File: src/rtl/demux_lane_sequencer_pkg.sv
// Shared types and defaults for the demux lane sequencer.
package demux_seq_pkg;

    // Default lane count and matching select width
    localparam int N_LANES_DEF = 4;
    localparam int SEL_W       = $clog2(N_LANES_DEF);

    // IDLE: nothing on dout; HOLD: dout/sel valid, waiting for the selected lane
    typedef enum logic {
        IDLE = 1'b0,
        HOLD = 1'b1
    } state_t;

endpackage

File: src/rtl/demux_lane_sequencer_pick.sv
// Combinational lane picker for the demux lane sequencer.
// Optional feature macro: DEMUX_SKIP_BUSY_EN
//   defined     : scan from ptr upward (mod N_LANES) for the first ready lane,
//                 falling back to ptr when no lane is ready
//   not defined : strict round-robin, sel = ptr
module rr_lane_pick
    import demux_seq_pkg::*;
#(
    parameter int N_LANES = N_LANES_DEF,
    parameter int SEL_W   = $clog2(N_LANES)
) (
    input  logic [SEL_W-1:0]   ptr,
    input  logic [N_LANES-1:0] lane_ready,
    output logic [SEL_W-1:0]   sel
);

`ifdef DEMUX_SKIP_BUSY_EN
    // Scan downward so the ready lane closest to ptr is the last assignment and wins
    always_comb begin
        sel = ptr;
        for (int k = N_LANES - 1; k >= 0; k--) begin
            if (lane_ready[ptr + SEL_W'(k)]) begin
                sel = ptr + SEL_W'(k);
            end
        end
    end
`else
    // Strict round-robin ignores lane readiness when choosing the lane
    logic unused_lane_ready;
    assign unused_lane_ready = ^lane_ready;
    assign sel = ptr;
`endif

endmodule

File: src/rtl/demux_lane_sequencer.sv
// Upstream driver for a 1:N demux: holds each item on dout, drives sel,
// advances lanes round-robin on acceptance and counts deliveries per lane.
// Optional feature macro: DEMUX_SKIP_BUSY_EN (skip lanes not ready at load time,
// implemented in rr_lane_pick).
module demux_lane_sequencer
    import demux_seq_pkg::*;
#(
    parameter int WIDTH   = 1,
    parameter int N_LANES = N_LANES_DEF,
    parameter int CNT_W   = 8
) (
    input  logic                       clk,
    input  logic                       rst_n,
    input  logic                       sync_clr,
    input  logic                       in_valid,
    output logic                       in_ready,
    input  logic [WIDTH-1:0]           in_data,
    input  logic [N_LANES-1:0]         lane_ready,
    output logic [WIDTH-1:0]           dout,
    output logic                       dout_valid,
    output logic [$clog2(N_LANES)-1:0] sel,
    output logic [N_LANES*CNT_W-1:0]   lane_cnt
);

    localparam int SEL_BITS = $clog2(N_LANES);

    state_t              state;
    state_t              state_nx;
    logic [SEL_BITS-1:0] ptr;
    logic [SEL_BITS-1:0] sel_inc;
    logic [SEL_BITS-1:0] pick_base;
    logic [SEL_BITS-1:0] pick_sel;
    logic [CNT_W-1:0]    cnt [N_LANES];
    logic                accept;
    logic                load;

    assign dout_valid = (state == HOLD);
    assign accept     = dout_valid & lane_ready[sel];
    // sync_clr blocks new items so nothing is loaded in the clearing cycle
    assign in_ready   = ~sync_clr & (~dout_valid | accept);
    assign load       = in_valid & in_ready;

    // On a back-to-back transfer the pointer update has not landed yet, so
    // the next lane is computed from the lane being accepted right now
    assign sel_inc   = sel + SEL_BITS'(1);
    assign pick_base = accept ? sel_inc : ptr;

    rr_lane_pick #(
        .N_LANES    (N_LANES),
        .SEL_W      (SEL_BITS)
    ) u_pick (
        .ptr        (pick_base),
        .lane_ready (lane_ready),
        .sel        (pick_sel)
    );

    // State register
    always_ff @(posedge clk or negedge rst_n) begin
        if (!rst_n) begin
            state <= IDLE;
        end else begin
            state <= state_nx;
        end
    end

    // Next-state logic: clear wins, otherwise IDLE/HOLD follow load and accept
    always_comb begin
        state_nx = state;
        if (sync_clr) begin
            state_nx = IDLE;
        end else begin
            case (state)
                IDLE:    if (load) state_nx = HOLD;
                HOLD:    if (accept) state_nx = load ? HOLD : IDLE;
                default: state_nx = IDLE;
            endcase
        end
    end

    // Held item, lane select and round-robin pointer; sel only moves on load or clear
    always_ff @(posedge clk or negedge rst_n) begin
        if (!rst_n) begin
            dout <= '0;
            sel  <= '0;
            ptr  <= '0;
        end else if (sync_clr) begin
            sel  <= '0;
            ptr  <= '0;
        end else begin
            if (accept) begin
                ptr <= sel_inc;
            end
            if (load) begin
                dout <= in_data;
                sel  <= pick_sel;
            end
        end
    end

    // Per-lane delivery counters, wrapping naturally at 2^CNT_W
    always_ff @(posedge clk or negedge rst_n) begin
        if (!rst_n) begin
            for (int i = 0; i < N_LANES; i++) begin
                cnt[i] <= '0;
            end
        end else if (sync_clr) begin
            for (int i = 0; i < N_LANES; i++) begin
                cnt[i] <= '0;
            end
        end else if (accept) begin
            cnt[sel] <= cnt[sel] + CNT_W'(1);
        end
    end

    for (genvar g = 0; g < N_LANES; g++) begin : g_pack
        assign lane_cnt[g*CNT_W +: CNT_W] = cnt[g];
    end

endmodule
File: config.mk
export PLATFORM = sky130hd
export DESIGN_NAME = demux_lane_sequencer
export DESIGN_NICKNAME = d
export VERILOG_FILES = /design/src/rtl/demux_lane_sequencer_pkg.sv /design/src/rtl/demux_lane_sequencer_pick.sv /design/src/rtl/demux_lane_sequencer.sv
export SDC_FILE = /design/constraint.sdc
export NUM_CORES = 1
export LEC_CHECK = 0
export ABC_AREA = 1
export CAP_MARGIN = 20
export CORE_UTILIZATION = 60
export CTS_BUF_LIST = sky130_fd_sc_hd__clkbuf_8
export CTS_CLUSTER_SIZE = 28
export DETAILED_ROUTE_END_ITERATION = 7
export DONT_BUFFER_PORTS = 1
export GPL_TIMING_DRIVEN = 1
export PLACE_DENSITY = 0.76
export SLEW_MARGIN = 20
export SYNTH_ARGS = -nofsm -noshare
export SYNTH_HDL_FRONTEND = slang
export SYNTH_SLANG_ARGS = --single-unit
File: constraint.sdc
create_clock -name clk -period 2.1 [get_ports clk]
set_input_delay 0.42 -clock clk [delete_from_list [all_inputs] [get_ports clk]]
set_output_delay 0.42 -clock clk [all_outputs]
set_load 0.005 [all_outputs]
==> summary.md <==
| Metric | Value |
|---|---|
| Hold endpoint | `dout_valid$_DFF_PN0_` |
| Reg power frac | `55.4%` |
| CTS clk-pin slew, worst paths | `0.07 ns` |
| CP required | `2.27 ns` |
| Slowest Stage Delay on Critical Path | `0.44 ns` |
| Setup Crit Path Kind | `flip-flop to flip-flop` |
| Global-route wire length before repair | `7900 µm` |
| Fin nets | `317` |
| Hold_sp | `sync_clr` |
| Peak supply drop | `0.3852 mV` |
| Number of global-route vias before repair | `1678` |
| Finished Cell Area | `2298 µm²` |
| # diodes | `0` |
| Seq cells post-synth | `38` |
| Net Sw Frac | `26.19%` |
| Setup Buffers After CTS | `0` |
| Final worst path period need | `1.868 ns` |
| XOR/XNOR Fraction of Synth Area | `0.7620%` |
| Fill count | `317` |
| Prevailing post-synth register cell | `dfrtp_1` |
| Fraction of registers with async set/reset | `100.0%` |
| Post-synthesis cell count | `295` |
| Crit Reg-Reg Startpoint | `sel[0]$_DFFE_PN0P_` |
| GRT met1 Usage | `41.97%` |
| Post-synth EDFFs | `0` |
| Cell Area, Placed | `2188 µm²` |
| Clock Path Buffers | `2` |
| Final setup fails | `0` |
| Die height | `61.65 µm` |
| Seq. cell area | `952.2 µm²` |
| Vias per cell | `5.447` |
| Max Clock Skew | `0.007383 ns` |
| Register area share after synthesis | `44.55%` |
| # rows | `21` |
| Mux contribution to synthesized area | `0%` |
| Final Hold Viols | `0` |
| Post-synth top area cell | `dfrtp_1` |
| Synth Area in Simple Gates | `35.17%` |
| Clock share of power | `33.3%` |
| Leak Pwr | `1.237 nW` |
| DR iter-0 viols | `162` |
| FF-to-FF setup slack | `0.23 ns` |
| CTS Sinks | `38` |
| Grt ovf | `0` |
| Multi-input gate area in the final layout | `973.4 µm²` |
| Maxcap violations | `0` |
| CTS tree | `built` |
| M2 GR Usage | `42.70%` |
| CTS Root Cell | `clkbuf_8` |
| Largest net degree at the start of global routing | `39` |
| Final Total Pwr | `1.365 mW` |
| Largest cells by area after synthesis | `dfrtp_1 45%, nand2_1 21%, nand3_1 8.7%` |
| Port Buf Inserts | `0` |
| Remaining DRCs | `0` |
| Die area | `3800 µm²` |
| Final Cycle Share | `88.95%` |
| Crit path DAT | `2.04 ns` |
| Die W | `61.65 µm` |
| Placed Cells incl. Taps | `340` |
| WL per Instance | `14.48 µm` |
| H-Tree Depth | `2` |
| Commonest cells in the synthesized netlist | `122 x nand2_1, 38 x dfrtp_1, 38 x inv_1, 37 x nand3_1, 13 x o21ai_0` |
| Hold slack | `0.2044 ns` |
| Crit path max fanout | `12` |
| RSZ-0062 raised after global routing | `no` |
| Yosys top cell area share | `44.55%` |
| Worst path slowest cell | `dfrtp_2` |
| Most common cell in the synthesized netlist | `nand2_1` |
| Worst-case reg-to-reg path depth | `11` |
| PwrDens | `593.9 nW/µm²` |
| Layout area overhead | `7.679%` |
| DP HPWL | `3692 µm` |
| Combinational power share | `11.3%` |
| Num CTS Buffers | `5` |
| Slew @ Worst Pin | `0.5189 ns` |
| Relative slew slack | `65.41%` |
| Clock latency at the later pin of the worst-skew pair | `0.28 ns` |
| Min setup slack post-route | `0.2320 ns` |
| Achievable frequency | `535.3 MHz` |
| Synth Area in Compound Gates | `6.741%` |
| RePlAce Congestion | `0.9390` |
| Initial antenna violation count | `0` |
| Initial core utilization | `63.47%` |
| Synth Cell Area | `2135 µm²` |
| Synth Area in Adders | `2.931%` |
| Net Sw Power | `357.4 µW` |
| Met3 usage | `6.303%` |
| Syn Nets | `309` |
| CP cell instances | `buf_4 -> nand2_1 -> nand3_1 -> o21ai_2 -> inv_2 -> ha_1 -> nand2_1 -> nor2_2 -> nand3_1 -> nand3_1 -> nand2_1` |
| Gr usage total | `29.27%` |
| Number of nets with antenna violations after routing | `0` |
| CP endpoint kind | `flip-flop` |
| Worst Hold Class | `input pin to flip-flop` |
| Syn_area_per_cell | `7.236 µm²` |
| Reg-to-reg endpoint | `lane_cnt[6]$_DFFE_PN0P_` |
| Status | `completed` |
| Fin cells | `349` |
| Startpoint Class | `flip-flop` |
| DR vias | `1901` |
| Worst slack, placed | `0.2034 ns` |
| Boundary Pins | `46` |
| Core area | `3363 µm²` |
| First-pass DRT Iterations | `5` |
| Fin util | `68.34%` |
| Yosys warns | `0` |
| Hold depth | `1` |
| Int Pwr | `1.008 mW` |
| Final Max Tran Viols | `0` |
| Final WL | `5054 µm` |
| Layout cells sized above 1 | `10.89%` |
| GRT Max-Usage Layer | `met2` |
| Main combinational cell family by area after synthesis | `simple AND/OR/NAND/NOR gates` |
| Setup tns final | `0 ns` |
| Netlist cell types | `23` |
==> final cells by class <==
class / instances / area share (%)
repair buffers: 8 / 3.266
flip-flops and latches: 38 / 41.43
well taps: 46 / 2.504
multi-input cells: 207 / 42.35
clock inverters: 2 / 0.3266
inverters: 43 / 7.131
clock buffers: 5 / 2.994
==> flip-flops by register name, summed over array words and instances, names as in the netlist <==
name and count:
dout_valid 1, sel 2, lane_cnt 32, dout 1, ptr 2
==> worst max-delay path: cells and delay by family, from the launching register on <==
| kind | cells | cell delay, ns |
|---|---|---|
| simple gates | 7 | 0.74 |
| flops | 1 | 0.44 |
| buf+inv | 2 | 0.32 |
| fa+ha+maj | 1 | 0.16 |
| compound gates | 1 | 0.09 |
==> what timing repair did <==
action                     4_1_cts  5_1_grt
resized for setup                0        2
setup endpoints to repair        0        4
hold endpoints to repair        38        0
hold buffers                     2        0
==> power by group through the flow <==
| stage | sequential [mW] | combinational (mW) | clock [mW] |
|---|---|---|---|
| final | 0.756 | 0.154 | 0.454 |
| after detailed placement | 0.770 | 0.132 | 0 |
| after floorplan | 0.768 | 0.102 | 0 |
| after global routing | 0.757 | 0.175 | 0.490 |
| after global placement | 0.770 | 0.131 | 0 |
| after CTS | 0.756 | 0.153 | 0.463 |
==> cell usage in the layout, fill, tap and decap left out <==
master	n
a21oi_1	2
a21oi_2	2
buf_12	1
buf_4	6
clkbuf_8	5
dfrtp_1	37
dfrtp_2	1
dlygate4sd3_1	1
ha_1	5
inv_1	40
inv_2	4
inv_4	1
nand2_1	122
nand2_2	4
nand3_1	37
nand3_2	3
nor2_1	6
nor2_2	2
nor2_4	1
o21ai_0	13
o21ai_1	1
o21ai_2	1
o22ai_1	6
or2_2	1
xor2_2	1
==> per-layer routing <==
| metal | routed length, µm | share of wire (%) |
|---|---|---|
| met5 | 0 | 0 |
| met4 | 91 | 1.8 |
| met3 | 488 | 9.7 |
| met2 | 2229 | 44 |
| met1 | 2245 | 44 |
==> worst max path at each step <==
| stage | startpoint | endpoint | slack, ns | depth (start not counted) |
|---|---|---|---|---|
| 2_1_floorplan | sel[0]$_DFFE_PN0P_ | lane_cnt[6]$_DFFE_PN0P_ | 0.44 | 10 |
| 3_3_place_gp | sel[0]$_DFFE_PN0P_ | lane_cnt[6]$_DFFE_PN0P_ | 0.28 | 11 |
| 3_5_place_dp | sel[0]$_DFFE_PN0P_ | lane_cnt[6]$_DFFE_PN0P_ | 0.20 | 11 |
| 4_1_cts | sel[0]$_DFFE_PN0P_ | lane_cnt[6]$_DFFE_PN0P_ | 0.19 | 11 |
| 5_1_grt | sel[0]$_DFFE_PN0P_ | lane_cnt[22]$_DFFE_PN0P_ | 0.02 | 10 |
| 6_report | sel[0]$_DFFE_PN0P_ | lane_cnt[6]$_DFFE_PN0P_ | 0.23 | 11 |
==> cells by family after synthesis <==
logic type | after synthesis
simple gates | 176
buf+inv | 50
compound gates | 25
flops | 38
xor+xnor | 1
fa+ha+maj | 5
No activity file was read; power rests on OpenSTA's default activity.
